==> config.mk <==
export PLATFORM = sky130hd
export DESIGN_NAME = load_store_unit_flat
export DESIGN_NICKNAME = d
export VERILOG_FILES = /design/src/rtl/lsu_pkg.sv /design/src/rtl/lsu_if.sv /design/src/rtl/lsu_lane_align.sv /design/src/rtl/load_store_unit.sv /design/src/flat_wrapper.sv
export SDC_FILE = /design/constraint.sdc
export NUM_CORES = 1
export LEC_CHECK = 0
export CAP_MARGIN = 20
export CORE_UTILIZATION = 30
export DETAILED_ROUTE_END_ITERATION = 8
export PLACE_DENSITY_LB_ADDON = 0.1
export SYNTH_ARGS = -nofsm -noshare
export SYNTH_HDL_FRONTEND = slang
export SYNTH_SLANG_ARGS = --single-unit
==> constraint.sdc <==
create_clock -name clk -period 3.4 [get_ports clk]
set_clock_uncertainty 0.1 [all_clocks]
set_input_delay 0.34 -clock clk [delete_from_list [all_inputs] [get_ports clk]]
set_output_delay 0.34 -clock clk [all_outputs]
set_load 0.02 [all_outputs]
==> src/rtl/lsu_pkg.sv <==
// Shared types and constants for the load/store unit.
package lsu_pkg;

  localparam int unsigned XLEN         = 32;
  localparam int unsigned ERR_W        = 2;
  localparam int unsigned ERR_MISALIGN = 0;
  localparam int unsigned ERR_RANGE    = 1;

  typedef enum logic [1:0] {
    SZ_BYTE = 2'b00,
    SZ_HALF = 2'b01,
    SZ_WORD = 2'b10
  } lsu_size_e;

  typedef enum logic [2:0] {
    ST_IDLE,
    ST_LOAD,
    ST_RMW_RD,
    ST_WRITE,
    ST_ERR
  } lsu_state_e;

  // Request fields still needed after the handshake (word index lives in mem_address).
  typedef struct packed {
    lsu_size_e       size;
    logic            uns;
    logic [1:0]      offset;
    logic [XLEN-1:0] wdata;
  } lsu_lat_t;

  // The reserved size encoding behaves as a word access.
  function automatic lsu_size_e norm_size(input logic [1:0] sz);
    return (sz == 2'b11) ? SZ_WORD : lsu_size_e'(sz);
  endfunction

endpackage

==> src/rtl/lsu_if.sv <==
// Core-side request/response handshake of the load/store unit.
//   master: execute stage (drives req_*, receives req_ready and resp_*)
//   slave : load_store_unit
interface lsu_if;
  import lsu_pkg::*;

  logic            req_valid;
  logic            req_ready;
  logic            req_we;
  logic [1:0]      req_size;
  logic            req_unsigned;
  logic [XLEN-1:0] req_addr;
  logic [XLEN-1:0] req_wdata;
  logic            resp_valid;
  logic [XLEN-1:0] resp_rdata;
  logic [ERR_W-1:0] resp_err;

  modport master (
    output req_valid, req_we, req_size, req_unsigned, req_addr, req_wdata,
    input  req_ready, resp_valid, resp_rdata, resp_err
  );

  modport slave (
    input  req_valid, req_we, req_size, req_unsigned, req_addr, req_wdata,
    output req_ready, resp_valid, resp_rdata, resp_err
  );

endinterface

==> src/rtl/lsu_lane_align.sv <==
// Lane extraction/extension for loads and lane merge for sub-word stores.
//   size, offset  : access size and byte offset within the word
//   uns           : 1 = zero-extend loads, 0 = sign-extend
//   old_word      : word read from memory
//   new_data      : store data (byte in [7:0], halfword in [15:0])
//   load_data_c   : extended load result
//   merge_data_c  : old_word with the addressed lane replaced
module lsu_lane_align
  import lsu_pkg::*;
(
  input  lsu_size_e       size,
  input  logic [1:0]      offset,
  input  logic            uns,
  input  logic [XLEN-1:0] old_word,
  input  logic [XLEN-1:0] new_data,
  output logic [XLEN-1:0] load_data_c,
  output logic [XLEN-1:0] merge_data_c
);

  logic [4:0]  byte_sh;
  logic [4:0]  half_sh;
  logic [7:0]  byte_lane;
  logic [15:0] half_lane;

  // Little-endian lanes: byte k at [8k+7:8k], halfword h at [16h+15:16h].
  always_comb begin
    byte_sh      = {offset, 3'b000};
    half_sh      = {offset[1], 4'b0000};
    byte_lane    = old_word[byte_sh +: 8];
    half_lane    = old_word[half_sh +: 16];
    load_data_c  = old_word;
    merge_data_c = new_data;
    case (size)
      SZ_BYTE: begin
        load_data_c  = uns ? {24'h0, byte_lane} : {{24{byte_lane[7]}}, byte_lane};
        merge_data_c = old_word;
        merge_data_c[byte_sh +: 8] = new_data[7:0];
      end
      SZ_HALF: begin
        load_data_c  = uns ? {16'h0, half_lane} : {{16{half_lane[15]}}, half_lane};
        merge_data_c = old_word;
        merge_data_c[half_sh +: 16] = new_data[15:0];
      end
      default: ;
    endcase
  end

endmodule

==> src/rtl/load_store_unit.sv <==
// Load/store unit between the execute stage and a word-wide data memory.
//   clk, rst_n        : clock, asynchronous active-low reset
//   bus               : request/response handshake (lsu_if.slave)
//   mem_address       : word index to data memory
//   mem_write_data    : word to write
//   mem_write_enable  : write strobe, one cycle per store
//   mem_read_data     : combinational read data from data memory
module load_store_unit
  import lsu_pkg::*;
#(
  parameter int unsigned DEPTH = 1024
) (
  input  logic            clk,
  input  logic            rst_n,
  lsu_if.slave            bus,
  output logic [XLEN-1:0] mem_address,
  output logic [XLEN-1:0] mem_write_data,
  output logic            mem_write_enable,
  input  logic [XLEN-1:0] mem_read_data
);

  lsu_state_e       state;
  lsu_state_e       state_nxt;
  lsu_lat_t         req_q;
  logic [ERR_W-1:0] err_q;

  logic             handshake_c;
  lsu_size_e        size_in_c;
  logic [ERR_W-1:0] err_c;
  logic [XLEN-1:0]  load_data_c;
  logic [XLEN-1:0]  merge_data_c;

  assign bus.req_ready = (state == ST_IDLE);
  assign handshake_c   = bus.req_valid && bus.req_ready;

  // Error classification of the incoming request.
  always_comb begin
    size_in_c = norm_size(bus.req_size);
    err_c     = '0;
    err_c[ERR_MISALIGN] = ((size_in_c == SZ_HALF) && bus.req_addr[0]) ||
                          ((size_in_c == SZ_WORD) && (bus.req_addr[1:0] != 2'b00));
    err_c[ERR_RANGE]    = ({2'b00, bus.req_addr[31:2]} >= 32'(DEPTH));
  end

  lsu_lane_align u_lane_align (
    .size         (req_q.size),
    .offset       (req_q.offset),
    .uns          (req_q.uns),
    .old_word     (mem_read_data),
    .new_data     (req_q.wdata),
    .load_data_c  (load_data_c),
    .merge_data_c (merge_data_c)
  );

  // Next-state logic.
  always_comb begin
    state_nxt = state;
    case (state)
      ST_IDLE: begin
        if (handshake_c) begin
          if (|err_c)                    state_nxt = ST_ERR;
          else if (!bus.req_we)          state_nxt = ST_LOAD;
          else if (size_in_c == SZ_WORD) state_nxt = ST_WRITE;
          else                           state_nxt = ST_RMW_RD;
        end
      end
      ST_RMW_RD: state_nxt = ST_WRITE;
      ST_LOAD,
      ST_WRITE,
      ST_ERR:    state_nxt = ST_IDLE;
      default:   state_nxt = ST_IDLE;
    endcase
  end

  // State register and registered outputs; responses are issued on the
  // transition back to IDLE so a new request can overlap resp_valid.
  always_ff @(posedge clk or negedge rst_n) begin
    if (!rst_n) begin
      state            <= ST_IDLE;
      req_q            <= '0;
      err_q            <= '0;
      bus.resp_valid   <= 1'b0;
      bus.resp_rdata   <= '0;
      bus.resp_err     <= '0;
      mem_address      <= '0;
      mem_write_data   <= '0;
      mem_write_enable <= 1'b0;
    end else begin
      state            <= state_nxt;
      bus.resp_valid   <= 1'b0;
      mem_write_enable <= (state_nxt == ST_WRITE);
      case (state)
        ST_IDLE: begin
          if (handshake_c) begin
            req_q.size   <= size_in_c;
            req_q.uns    <= bus.req_unsigned;
            req_q.offset <= bus.req_addr[1:0];
            req_q.wdata  <= bus.req_wdata;
            err_q        <= err_c;
            mem_address  <= {2'b00, bus.req_addr[31:2]};
            if (state_nxt == ST_WRITE) mem_write_data <= bus.req_wdata;
          end
        end
        ST_LOAD: begin
          bus.resp_valid <= 1'b1;
          bus.resp_rdata <= load_data_c;
          bus.resp_err   <= '0;
        end
        ST_RMW_RD: begin
          mem_write_data <= merge_data_c;
        end
        ST_WRITE: begin
          bus.resp_valid <= 1'b1;
          bus.resp_rdata <= '0;
          bus.resp_err   <= '0;
        end
        ST_ERR: begin
          bus.resp_valid <= 1'b1;
          bus.resp_rdata <= '0;
          bus.resp_err   <= err_q;
        end
        default: ;
      endcase
    end
  end

endmodule

==> src/flat_wrapper.sv <==
// flat-port wrapper written by rule: the top's interface ports become plain ports
module load_store_unit_flat import lsu_pkg::*;
#(
  parameter int unsigned DEPTH = 1024
)
  (clk, rst_n, mem_address, mem_write_data, mem_write_enable, mem_read_data, bus_req_valid, bus_req_we, bus_req_size, bus_req_unsigned, bus_req_addr, bus_req_wdata, bus_req_ready, bus_resp_valid, bus_resp_rdata, bus_resp_err);
  lsu_if bus_i ();
  input  logic clk;
  input  logic rst_n;
  output logic [XLEN-1:0] mem_address;
  output logic [XLEN-1:0] mem_write_data;
  output logic mem_write_enable;
  input  logic [XLEN-1:0] mem_read_data;
  input wire logic [$bits(bus_i.req_valid)-1:0] bus_req_valid;
  input wire logic [$bits(bus_i.req_we)-1:0] bus_req_we;
  input wire logic [$bits(bus_i.req_size)-1:0] bus_req_size;
  input wire logic [$bits(bus_i.req_unsigned)-1:0] bus_req_unsigned;
  input wire logic [$bits(bus_i.req_addr)-1:0] bus_req_addr;
  input wire logic [$bits(bus_i.req_wdata)-1:0] bus_req_wdata;
  output wire logic [$bits(bus_i.req_ready)-1:0] bus_req_ready;
  output wire logic [$bits(bus_i.resp_valid)-1:0] bus_resp_valid;
  output wire logic [$bits(bus_i.resp_rdata)-1:0] bus_resp_rdata;
  output wire logic [$bits(bus_i.resp_err)-1:0] bus_resp_err;
  assign bus_i.req_valid = bus_req_valid;
  assign bus_i.req_we = bus_req_we;
  assign bus_i.req_size = bus_req_size;
  assign bus_i.req_unsigned = bus_req_unsigned;
  assign bus_i.req_addr = bus_req_addr;
  assign bus_i.req_wdata = bus_req_wdata;
  assign bus_req_ready = bus_i.req_ready;
  assign bus_resp_valid = bus_i.resp_valid;
  assign bus_resp_rdata = bus_i.resp_rdata;
  assign bus_resp_err = bus_i.resp_err;
  load_store_unit #(.DEPTH(DEPTH)) u_core (.clk(clk), .rst_n(rst_n), .bus(bus_i), .mem_address(mem_address), .mem_write_data(mem_write_data), .mem_write_enable(mem_write_enable), .mem_read_data(mem_read_data));
endmodule
==> results.toml <==
[pwr]
power_frac_comb_pct = 20.6
p_seq_share_pct = 38.0
p_per_area_mw_per_mm2 = 472.0
internal_power_mw = 3.465
swShare_pct = 30.15
p_clk_share_pct = 41.4
power_mw = 4.961
power_switching_mw = 1.496
peakVddDrop_v = 0.0002702
power.leakage_nw = 4.930

[run]
drv_cap = 0

[floorplanning]
fp.coreArea_mm2 = 0.02453
die_y_um = 161.0
rows = 57
die_area_mm2 = 0.02592
initial_utilization_pct = 30.91
die-width_um = 161.0
ios = 204

[critical_path]
reg2reg_from = "u_core.req_q[33]$_DFFE_PN0P_"
cp_top_family = "compound AO/OA/AOI/OAI gates"
required_ns = 3.61
worstSetupPathType = "flip-flop to flip-flop"
crit_chain = "inv_2 > ha_1 > nor4b_1 > a221o_1 > a221oi_1 > nor2_1 > mux2_4"
reg2reg_depth = 7
cp-end-kind = "flip-flop"
ff2ff_setup_slack_ns = 0.85
cp.arrival_ns = 2.76
cp.buffers_inverters = 1
start_kind = "flip-flop"
cp_num_cells = 7
cpMaxStageDelayCell = "a221o_1"
worstPathMaxFanout = 21
cpPeakStageDelay_ns = 0.47
timing.rr.end = "u_core.mem_write_data[3]$_DFFE_PN0P_"

[cts]
cts-root-buf = "clkbuf_16"
cts_num_sinks = 140
cts_max_level = 4
numCtsBuffers = 17
cts_tree = "built"
clk_path_buf_depth = 2
clkTransAtPathRegs_ns = 0.07
worst_skew_pair.late_latency_ns = 0.43
cts_resized = 0

[finish]
area_delta_synth_final_pct = 38.59
final_net_count = 1118
nFillCells = 2476
diodes = 0
final_area_mm2 = 0.01051
layout-drive-gt1-share_pct = 9.873
multi_input_area_mm2 = 0.003750
fin_util_pct = 42.84
regArea_mm2 = 0.003505
finalNonFillerCells = 1347

[logic_synthesis]
synthCells = 834
netlist_top_cells_count = "258 x nand2_1, 140 x dfrtp_1, 50 x nor2_1, 44 x o21ai_0, 42 x a221oi_1"
synth_area_leader_cell = "dfrtp_1"
synth_flop_cell = "dfrtp_1"
netlist_area_mm2 = 0.007584
yosys_warnings = 0
avgSynthCellArea_um2 = 9.093
synthArstFlopShare_pct = 100.0
synth-seq-cells = 140
seq_area_frac_synth_pct = 46.20
synth_edf_count = 0
synth.distinct_cells = 47
yosysTopAreaCellShare_pct = 46.20
synth.most_common_cell = "nand2_1"
ys_top_cells_by_area = "dfrtp_1 46%, nand2_1 13%, mux2_4 5.7%"

[drt]
drt_wl_total_um = 25790
wl_per_cell_um = 19.14
drc = 0
drt-initial-drc-count = 441
via_count = 6714
vias_per_cell = 4.984
drt_pass1_iterations = 5
drtAntennaViolNets = 0

[place]
dp_hpwl_um = 18230
placedCellCount = 1314
gp_congestion = 0.8173
post-place-ws_ns = 0.5801
dpl_cell_area_mm2 = 0.009862
port_buffers = 201

[global_routing]
antenna_found_initial = 0
grt_pass1_wl_um = 39960
track_usage_pct = 20.33
grt_max_degree = 75
grt.overflow.total = 0
grt_pass1_vias = 6589

[timing]
max_freq_ghz = 0.3925
fin_crit_sh_pct = 74.94
maxSlewHeadroom_pct = 38.60
tightest_slew_ns = 0.9154
finalSetupTns_ns = 0
setup_viol = 0
hold_viol = 0
fin_hold_ws_ns = 0.3288
rsz0062_at_grt = "false"
min_period_ns = 2.548
setup_slack_ns = 0.8522
slew_viol_final = 0

[worst_hold_path]
min_path_type = "input pin to flip-flop"
min_to = "u_core.mem_address[9]$_DFFE_PN0P_"
min_path_cells = 3
hp-start = "bus_req_addr[11]"

[status]
outcome = "complete, no violations"
power by group through the flow:
stage	clock (mW)	sequential (mW)	combinational, mW
6_report	2.05	1.89	1.02
5_1_grt	2.19	1.90	1.12
4_1_cts	2.11	1.88	1.03
3_5_place_dp	0	1.91	1.03
3_3_place_gp	0	1.91	1.03
2_1_floorplan	0	1.94	0.516
layer usage:
metal	wire (µm)	vias to the layer above	global-route usage (%)
met3	1474	15	4.571
met2	11630	198	30.92
met1	12500	3272	29.42
met5	0	-	0
li1	-	3229	-
met4	187	0	4.288
sequential cells by signal, indices dropped and copies added, names as in the netlist:
signal / flops
u_core.bus.resp_rdata: 32
u_core.bus.resp_valid: 1
u_core.mem_address: 30
u_core.mem_write_enable: 1
u_core.bus.resp_err: 2
u_core.err_q: 2
u_core.req_q: 37
u_core.state: 3
u_core.mem_write_data: 32
worst register-to-register path: cells and delay by family, from the launching register on:
family / cells / cell delay [ns]
flops: 1 / 0.39
compound gates: 2 / 0.91
buf+inv: 1 / 0.18
fa+ha+maj: 1 / 0.41
mux: 1 / 0.27
simple gates: 2 / 0.17
layout by cell type, fill, tap and decap left out, types with 2 or more instances in the layout:
cell type and instances:
o21ai_0 44, buf_4 15, o211ai_1 6, ha_1 5, conb_1 2, clkdlybuf4s50_1 200, mux2i_1 19, a221oi_1 42
nand2b_1 3, mux4_2 8, dfrtp_1 139, inv_8 2, clkbuf_16 17, mux2_4 29, nor2_1 50, a211oi_1 2
a211o_1 15, o22ai_1 7, nor4_1 4, clkinv_4 3, inv_1 14, mux2_2 5, inv_6 3, nor2b_1 35
a22o_1 13, and3b_1 2, a21oi_1 41, bufinv_16 4, clkinv_2 2, nand3_1 2, and3_1 8, nand2_1 257
layout make-up:
| type | instances | share of cell area, % |
|---|---|---|
| Timing Repair Buffer | 218 | 20.51 |
| Sequential cell | 140 | 33.35 |
| Multi-Input combinational cell | 618 | 35.68 |
| Clock buffer | 17 | 4.048 |
| Tap cell | 324 | 3.857 |
| Clock inverter | 15 | 2.024 |
| Inverter | 15 | 0.5357 |
cells by family after synthesis:
group / synth area share (%)
AOI/OAI and AO/OA: 15.95
adders and majority gates: 0.8249
buffers and inverters: 4.537
DFF: 46.20
muxes: 11.37
other: 0.04945
and+or+nand+nor: 21.07
how the worst max path moves through the flow:
stage,from,end,slack [ns]
final,u_core.req_q[33]$_DFFE_PN0P_,u_core.mem_write_data[3]$_DFFE_PN0P_,0.85
after global routing,u_core.req_q[33]$_DFFE_PN0P_,u_core.mem_write_data[4]$_DFFE_PN0P_,0.69
after CTS,u_core.req_q[33]$_DFFE_PN0P_,u_core.mem_write_data[3]$_DFFE_PN0P_,0.83
after detailed placement,bus_req_addr[20],u_core.mem_write_data[15]$_DFFE_PN0P_,0.58
after global placement,bus_req_addr[17],u_core.mem_write_data[16]$_DFFE_PN0P_,0.59
after floorplan,u_core.req_q[32]$_DFFE_PN0P_,u_core.mem_write_data[0]$_DFFE_PN0P_,0.63
repair_timing:
| action | 4_1_cts | 5_1_grt |
|---|---|---|
| setup buffers | 0 | 0 |
| hold buffers | 1 | 0 |
| endpoints found under the hold margin | 72 | 0 |
Note: power is estimated with default switching activity, not from simulation.
